[src/rtl/fwd_scoreboard_unit_if.sv]
// Handshake bundle between the ID stage and the forwarding/hazard scoreboard.
// The ID stage drives instruction and control fields; the unit returns selects, stall and count.
interface fwd_scoreboard_unit_if #(
   parameter int unsigned NUM_SRC = 2,
   parameter int unsigned AW      = 5,
   parameter int unsigned DEPTH   = 3,
   parameter int unsigned LAT_W   = 2,
   parameter int unsigned CNT_W   = 16
);
   logic                         id_valid;
   logic [NUM_SRC*AW-1:0]        id_src_addr;
   logic [NUM_SRC-1:0]           id_src_used;
   logic [AW-1:0]                id_rd;
   logic                         id_we;
   logic [LAT_W-1:0]             id_avail;
   logic                         hold;
   logic [DEPTH-1:0]             flush_mask;
   logic [NUM_SRC*(DEPTH+1)-1:0] fwd_sel;
   logic                         stall;
   logic [CNT_W-1:0]             stall_cycles;

   modport master (
      output id_valid, id_src_addr, id_src_used, id_rd, id_we, id_avail, hold, flush_mask,
      input  fwd_sel, stall, stall_cycles
   );

   modport slave (
      input  id_valid, id_src_addr, id_src_used, id_rd, id_we, id_avail, hold, flush_mask,
      output fwd_sel, stall, stall_cycles
   );
endinterface

[src/rtl/fwd_scoreboard_unit.sv]
// ID-stage forwarding/hazard unit: shift scoreboard of in-flight writes, one-hot bypass
// selects per source operand, load-use stall and a saturating stall-cycle counter.
module fwd_scoreboard_unit #(
   parameter int unsigned NUM_SRC = 2,
   parameter int unsigned AW      = 5,
   parameter int unsigned DEPTH   = 3,
   parameter int unsigned LAT_W   = 2,
   parameter int unsigned CNT_W   = 16
) (
   input logic                  i_clk,
   input logic                  i_rst,
   fwd_scoreboard_unit_if.slave sb
);

   localparam int unsigned SelW = DEPTH + 1;

   logic [DEPTH-1:0]         r_valid;
   logic [DEPTH-1:0]         r_we;
   logic [AW-1:0]            r_rd    [DEPTH];
   logic [LAT_W-1:0]         r_avail [DEPTH];
   logic [CNT_W-1:0]         r_stall_cnt;

   logic [DEPTH-1:0]         w_prod;
   logic [NUM_SRC-1:0]       w_src_stall;
   logic [NUM_SRC*SelW-1:0]  w_fwd_sel;
   logic                     w_stall;
   logic                     w_issue;

   always_comb begin
      for (int k = 0; k < int'(DEPTH); k++) begin
         w_prod[k] = r_valid[k] & r_we[k] & (r_rd[k] != '0);
      end
   end

   // Only the youngest matching producer is considered; if it is not ready we stall
   // rather than fall back to an older, stale copy.
   always_comb begin : sel_comb
      logic [AW-1:0] v_src;
      logic          v_found;
      w_fwd_sel   = '0;
      w_src_stall = '0;
      v_src       = '0;
      v_found     = 1'b0;
      for (int i = 0; i < int'(NUM_SRC); i++) begin
         v_src                  = sb.id_src_addr[i*int'(AW) +: AW];
         v_found                = 1'b0;
         w_fwd_sel[i*int'(SelW)] = 1'b1;
         if (sb.id_valid && sb.id_src_used[i] && (v_src != '0)) begin
            for (int k = 0; k < int'(DEPTH); k++) begin
               if (!v_found && w_prod[k] && (r_rd[k] == v_src)) begin
                  v_found = 1'b1;
                  if (k >= int'(r_avail[k])) begin
                     w_fwd_sel[i*int'(SelW)]       = 1'b0;
                     w_fwd_sel[i*int'(SelW) + k + 1] = 1'b1;
                  end else begin
                     w_src_stall[i] = 1'b1;
                  end
               end
            end
         end
      end
   end

   assign w_stall = |w_src_stall;
   assign w_issue = sb.id_valid & ~w_stall & ~sb.flush_mask[0];

   always_ff @(posedge i_clk or posedge i_rst) begin
      if (i_rst) begin
         r_valid     <= '0;
         r_we        <= '0;
         r_stall_cnt <= '0;
         for (int k = 0; k < int'(DEPTH); k++) begin
            r_rd[k]    <= '0;
            r_avail[k] <= '0;
         end
      end else begin
         if (w_stall && (r_stall_cnt != '1)) begin
            r_stall_cnt <= r_stall_cnt + CNT_W'(1);
         end
         if (sb.hold) begin
            // Frozen backend: flushed entries become bubbles in place.
            r_valid <= r_valid & ~sb.flush_mask;
         end else begin
            r_valid[0] <= w_issue;
            r_we[0]    <= sb.id_we;
            r_rd[0]    <= sb.id_rd;
            r_avail[0] <= sb.id_avail;
            for (int k = 1; k < int'(DEPTH); k++) begin
               r_valid[k] <= r_valid[k-1] & ~sb.flush_mask[k-1];
               r_we[k]    <= r_we[k-1];
               r_rd[k]    <= r_rd[k-1];
               r_avail[k] <= r_avail[k-1];
            end
         end
      end
   end

   assign sb.fwd_sel      = w_fwd_sel;
   assign sb.stall        = w_stall;
   assign sb.stall_cycles = r_stall_cnt;

endmodule

[src/flat_wrapper.sv]
// flat-port wrapper written by rule: the top's interface ports become plain ports
module fwd_scoreboard_unit_flat 
#(
   parameter int unsigned NUM_SRC = 2,
   parameter int unsigned AW      = 5,
   parameter int unsigned DEPTH   = 3,
   parameter int unsigned LAT_W   = 2,
   parameter int unsigned CNT_W   = 16
)
  (i_clk, i_rst, sb_id_valid, sb_id_src_addr, sb_id_src_used, sb_id_rd, sb_id_we, sb_id_avail, sb_hold, sb_flush_mask, sb_fwd_sel, sb_stall, sb_stall_cycles);
  fwd_scoreboard_unit_if #(.NUM_SRC(NUM_SRC), .AW(AW), .DEPTH(DEPTH), .LAT_W(LAT_W), .CNT_W(CNT_W)) sb_i ();
  input logic i_clk;
  input logic i_rst;
  input wire logic [$bits(sb_i.id_valid)-1:0] sb_id_valid;
  input wire logic [$bits(sb_i.id_src_addr)-1:0] sb_id_src_addr;
  input wire logic [$bits(sb_i.id_src_used)-1:0] sb_id_src_used;
  input wire logic [$bits(sb_i.id_rd)-1:0] sb_id_rd;
  input wire logic [$bits(sb_i.id_we)-1:0] sb_id_we;
  input wire logic [$bits(sb_i.id_avail)-1:0] sb_id_avail;
  input wire logic [$bits(sb_i.hold)-1:0] sb_hold;
  input wire logic [$bits(sb_i.flush_mask)-1:0] sb_flush_mask;
  output wire logic [$bits(sb_i.fwd_sel)-1:0] sb_fwd_sel;
  output wire logic [$bits(sb_i.stall)-1:0] sb_stall;
  output wire logic [$bits(sb_i.stall_cycles)-1:0] sb_stall_cycles;
  assign sb_i.id_valid = sb_id_valid;
  assign sb_i.id_src_addr = sb_id_src_addr;
  assign sb_i.id_src_used = sb_id_src_used;
  assign sb_i.id_rd = sb_id_rd;
  assign sb_i.id_we = sb_id_we;
  assign sb_i.id_avail = sb_id_avail;
  assign sb_i.hold = sb_hold;
  assign sb_i.flush_mask = sb_flush_mask;
  assign sb_fwd_sel = sb_i.fwd_sel;
  assign sb_stall = sb_i.stall;
  assign sb_stall_cycles = sb_i.stall_cycles;
  fwd_scoreboard_unit #(.NUM_SRC(NUM_SRC), .AW(AW), .DEPTH(DEPTH), .LAT_W(LAT_W), .CNT_W(CNT_W)) u_core (.i_clk(i_clk), .i_rst(i_rst), .sb(sb_i));
endmodule
[config.mk]
export PLATFORM = sky130hd
export DESIGN_NAME = fwd_scoreboard_unit_flat
export DESIGN_NICKNAME = d
export VERILOG_FILES = /design/src/rtl/fwd_scoreboard_unit_if.sv /design/src/rtl/fwd_scoreboard_unit.sv /design/src/flat_wrapper.sv
export SDC_FILE = /design/constraint.sdc
export NUM_CORES = 1
export LEC_CHECK = 0
export BUFFER_PORTS_ARGS = -buffer_cell sky130_fd_sc_hd__buf_2
export CORE_AREA = 2 2 70 72
export DETAILED_ROUTE_END_ITERATION = 10
export DIE_AREA = 0 0 72 74
export PLACE_DENSITY = 0.77
export SETUP_SLACK_MARGIN = 0.05
export SLEW_MARGIN = 30
export SYNTH_ARGS = -nofsm -noshare
export SYNTH_HDL_FRONTEND = slang
export SYNTH_SLANG_ARGS = --single-unit
[constraint.sdc]
create_clock -name i_clk -period 3 [get_ports i_clk]
set_clock_uncertainty 0.2 [all_clocks]
set_input_delay 0.15 -clock i_clk [delete_from_list [all_inputs] [get_ports i_clk]]
set_output_delay 0.15 -clock i_clk [all_outputs]
set_load 0.02 [all_outputs]
==> impl_metrics.toml <==
[finish]
register_area_mm2 = 0.00108
fin_util_pct = 71.6
drive_above_1_share_pct = 44.1
final_cell_area_mm2 = 0.00329
antenna_cells = 0
fin_nets = 356
multi_input_area_mm2 = 0.00136
syn_to_final_growth_pct = 37.6
layout_common_cells = "50 x buf_2, 43 x dfrtp_1, 39 x buf_4, 27 x xor2_1, 24 x mux2_2"
nFillCells = 325
layout_commonest_cell = "buf_2"

[worst_setup_path]
rr_startpoint = "u_core.r_rd[10]$_DFFE_PP0N_"
startpoint_type = "flip-flop"
end_kind = "flip-flop"
required_ns = 3.02
regToRegEndpoint = "u_core.sb.stall_cycles[14]$_DFFE_PP0P_"
path_class = "flip-flop to flip-flop"
reg2reg_slack_ns = 0.07
worstPathMaxFanout = 6
r2r_cells = 9
cp.arrival_ns = 2.95

[timing]
setup_viol = 0
fin_crit_ns = 2.93
fmax_ghz = 0.341
rsz0062_at_grt = "true"
hold_violations = 0
slew_headroom_pct = 56.0
worstMarginPinSlew_ns = 0.661
fin_crit_sh_pct = 97.8
slew_viol_final = 0

[run_status]
status = "completed"

[hold_path]
min_to = "u_core.r_valid[0]$_DFF_PP0_"
hold_path.startpoint = "sb_id_valid"
min_path_cells = 3
hold_class = "primary input to flip-flop"

[clock_network]
cts.reportedPaths.clkPinSlew_ns = 0.08
clock_latency_ns = 0.30
cts_buffers = 5
cts_max_path_buffers = 2
h-tree-depth = 2
cts-root-buf = "clkbuf_8"
cts_tree = "yes"
clock-sinks = 43

[place]
place_area_mm2 = 0.00291
dp_hpwl_um = 4260
portBuffers = 51
place.gp.congestion = 0.976

[floorplanning]
die_h_um = 74
die_w_um = 72
start_util_pct = 52.0
rows = 25
io_pins = 52
die_area_mm2 = 0.00533
core_mm2 = 0.00460

[routing]
antenna_left = 0
routed-via-count = 2133
wl_um = 6150
viasPerCell = 5.57
route.detailed.drc = 0
wl_per_cell_um = 16.1
drt_first_iter_violations = 134
dr.pass1.iters = 5

[global_route]
antenna_found_initial = 0
grt_max_degree = 31
grt_pass1_vias = 2009
grt.overflow.total = 0
grt_pass1_wl_um = 9390
grtUsageTotal_pct = 23.3

[synth]
syn_inst = 222
synth-main-ff-cell = "dfrtp_1"
syn_nets = 250
syn_avg_cell_area_um2 = 10.8
syn_area_mm2 = 0.00239
async_flop_share_pct = 100
yosysWarnings = 0
synth-edff-count = 0
ys_seq_elements = 43
synth_seq_area_share_pct = 45.0
synth_cell_type_count = 37

[power]
leakage_nw = 1.56
ir_worst_vdd_mv = 0.257
power_density_mw_per_mm2 = 410
p_total_mw = 1.35

[flow_run]
cap_viol_max_count = 0
flip-flops by register name, summed over array words and instances, names as in the netlist:
name and flops:
u_core.r_avail 6, u_core.r_rd 15, u_core.r_valid 3, u_core.r_we 3, u_core.sb.stall_cycles 16
final cells by class:
class | instances | area share (%)
Timing Repair Buffer | 103 | 20.8
Sequential cell | 43 | 32.7
Clock buffer | 6 | 2.20
Clock inverter | 2 | 0.380
Tap cell | 54 | 2.05
Inverter | 4 | 0.456
Multi-Input combinational cell | 171 | 41.4
cells by family (layout without fill, tap and decap cells):
kind of cell | count (synthesis) | in the layout | synth area share (%)
adder cells (fa/ha/maj) | 1 | 1 | 0.523
multiplexers | 25 | 25 | 11.8
buffers and inverters | 9 | 115 | 1.73
AND/OR/NAND/NOR | 78 | 78 | 18.1
AO/OA/AOI/OAI | 21 | 22 | 6.43
XOR/XNOR | 45 | 45 | 16.5
flip-flops | 43 | 43 | 45.0
layer usage:
layer / vias to the layer above / wire length, µm / global-route usage, %
met1: 1056 / 2530 / 28.9
met4: 0 / 155 / 9.85
met3: 12 / 296 / 5.01
met2: 72 / 3160 / 39.8
met5: - / 0 / 0
li1: 993 / - / -
power by group:
group          switching [mW]  leakage [nW]  internal (mW)
logic                   0.132         0.977          0.170
clock network           0.201        0.0412          0.163
registers              0.0551         0.541          0.630
total                   0.387          1.56          0.963
cell usage after synthesis (3+ instances only):
library cell	n	share of area, %
dfrtp_1	43	45
and3_1	4	1.0
a21oi_1	6	1.3
o21ai_1	3	0.63
nor3_2	3	1.3
mux2_2	24	11
nand2_1	17	2.7
xor2_1	27	9.9
nor3_1	10	2.1
xnor2_1	18	6.6
nand3_1	11	2.3
nor2_1	14	2.2
clkbuf_1	4	0.63
inv_1	4	0.63
or3_1	3	0.78
nand4_1	3	0.78
repair_timing:
| action | 4_1_cts | 5_1_grt |
|---|---|---|
| resized for setup | 7 | 10 |
| cloned | 0 | 1 |
| pin swaps | 6 | 9 |
| setup buffers | 5 | 4 |
| endpoints found under the setup margin | 12 | 10 |
| endpoints found under the hold margin | 39 | 0 |
| hold buffers | 13 | 0 |
worst max-delay path: stages (launching register included):
cell and delay (ns):
dfrtp_1 0.38, or4_4 0.56, o211ai_2 0.22, o21ai_2 0.12
or4b_4 0.52, a21oi_4 0.19, buf_4 0.15, o31ai_4 0.12
nor4_2 0.20, xor2_1 0.19
how the worst max path moves through the flow:
stage,startpoint,end,slack [ns],cells past startpoint
CTS,u_core.r_rd[11]$_DFFE_PP0N_,sb_stall,0.06,7
global placement,u_core.r_rd[1]$_DFFE_PP0N_,u_core.sb.stall_cycles[12]$_DFFE_PP0P_,-0.02,8
finish,u_core.r_rd[10]$_DFFE_PP0N_,u_core.sb.stall_cycles[14]$_DFFE_PP0P_,0.07,9
floorplan,u_core.r_rd[11]$_DFFE_PP0N_,u_core.sb.stall_cycles[2]$_DFFE_PP0P_,0.21,8
global route,u_core.r_rd[12]$_DFFE_PP0N_,u_core.r_valid[0]$_DFF_PP0_,-0.05,11
detailed placement,u_core.r_rd[11]$_DFFE_PP0N_,u_core.sb.stall_cycles[10]$_DFFE_PP0P_,-0.05,10
stage by stage:
stage	setup slack (ns)	TNS [ns]	hold WS (ns)	instances
final	0.0664	0	0.0250	383
after global routing	-0.0541	-0.111	0.0477	383
after CTS	0.0555	0	0.0121	378
after detailed placement	-0.0541	-0.0936	0.0564	352
after global placement	-0.0152	-0.0269	0.134	352
after floorplan	0.214	0	0.0131	222
No activity file was read; power rests on OpenSTA's default activity.
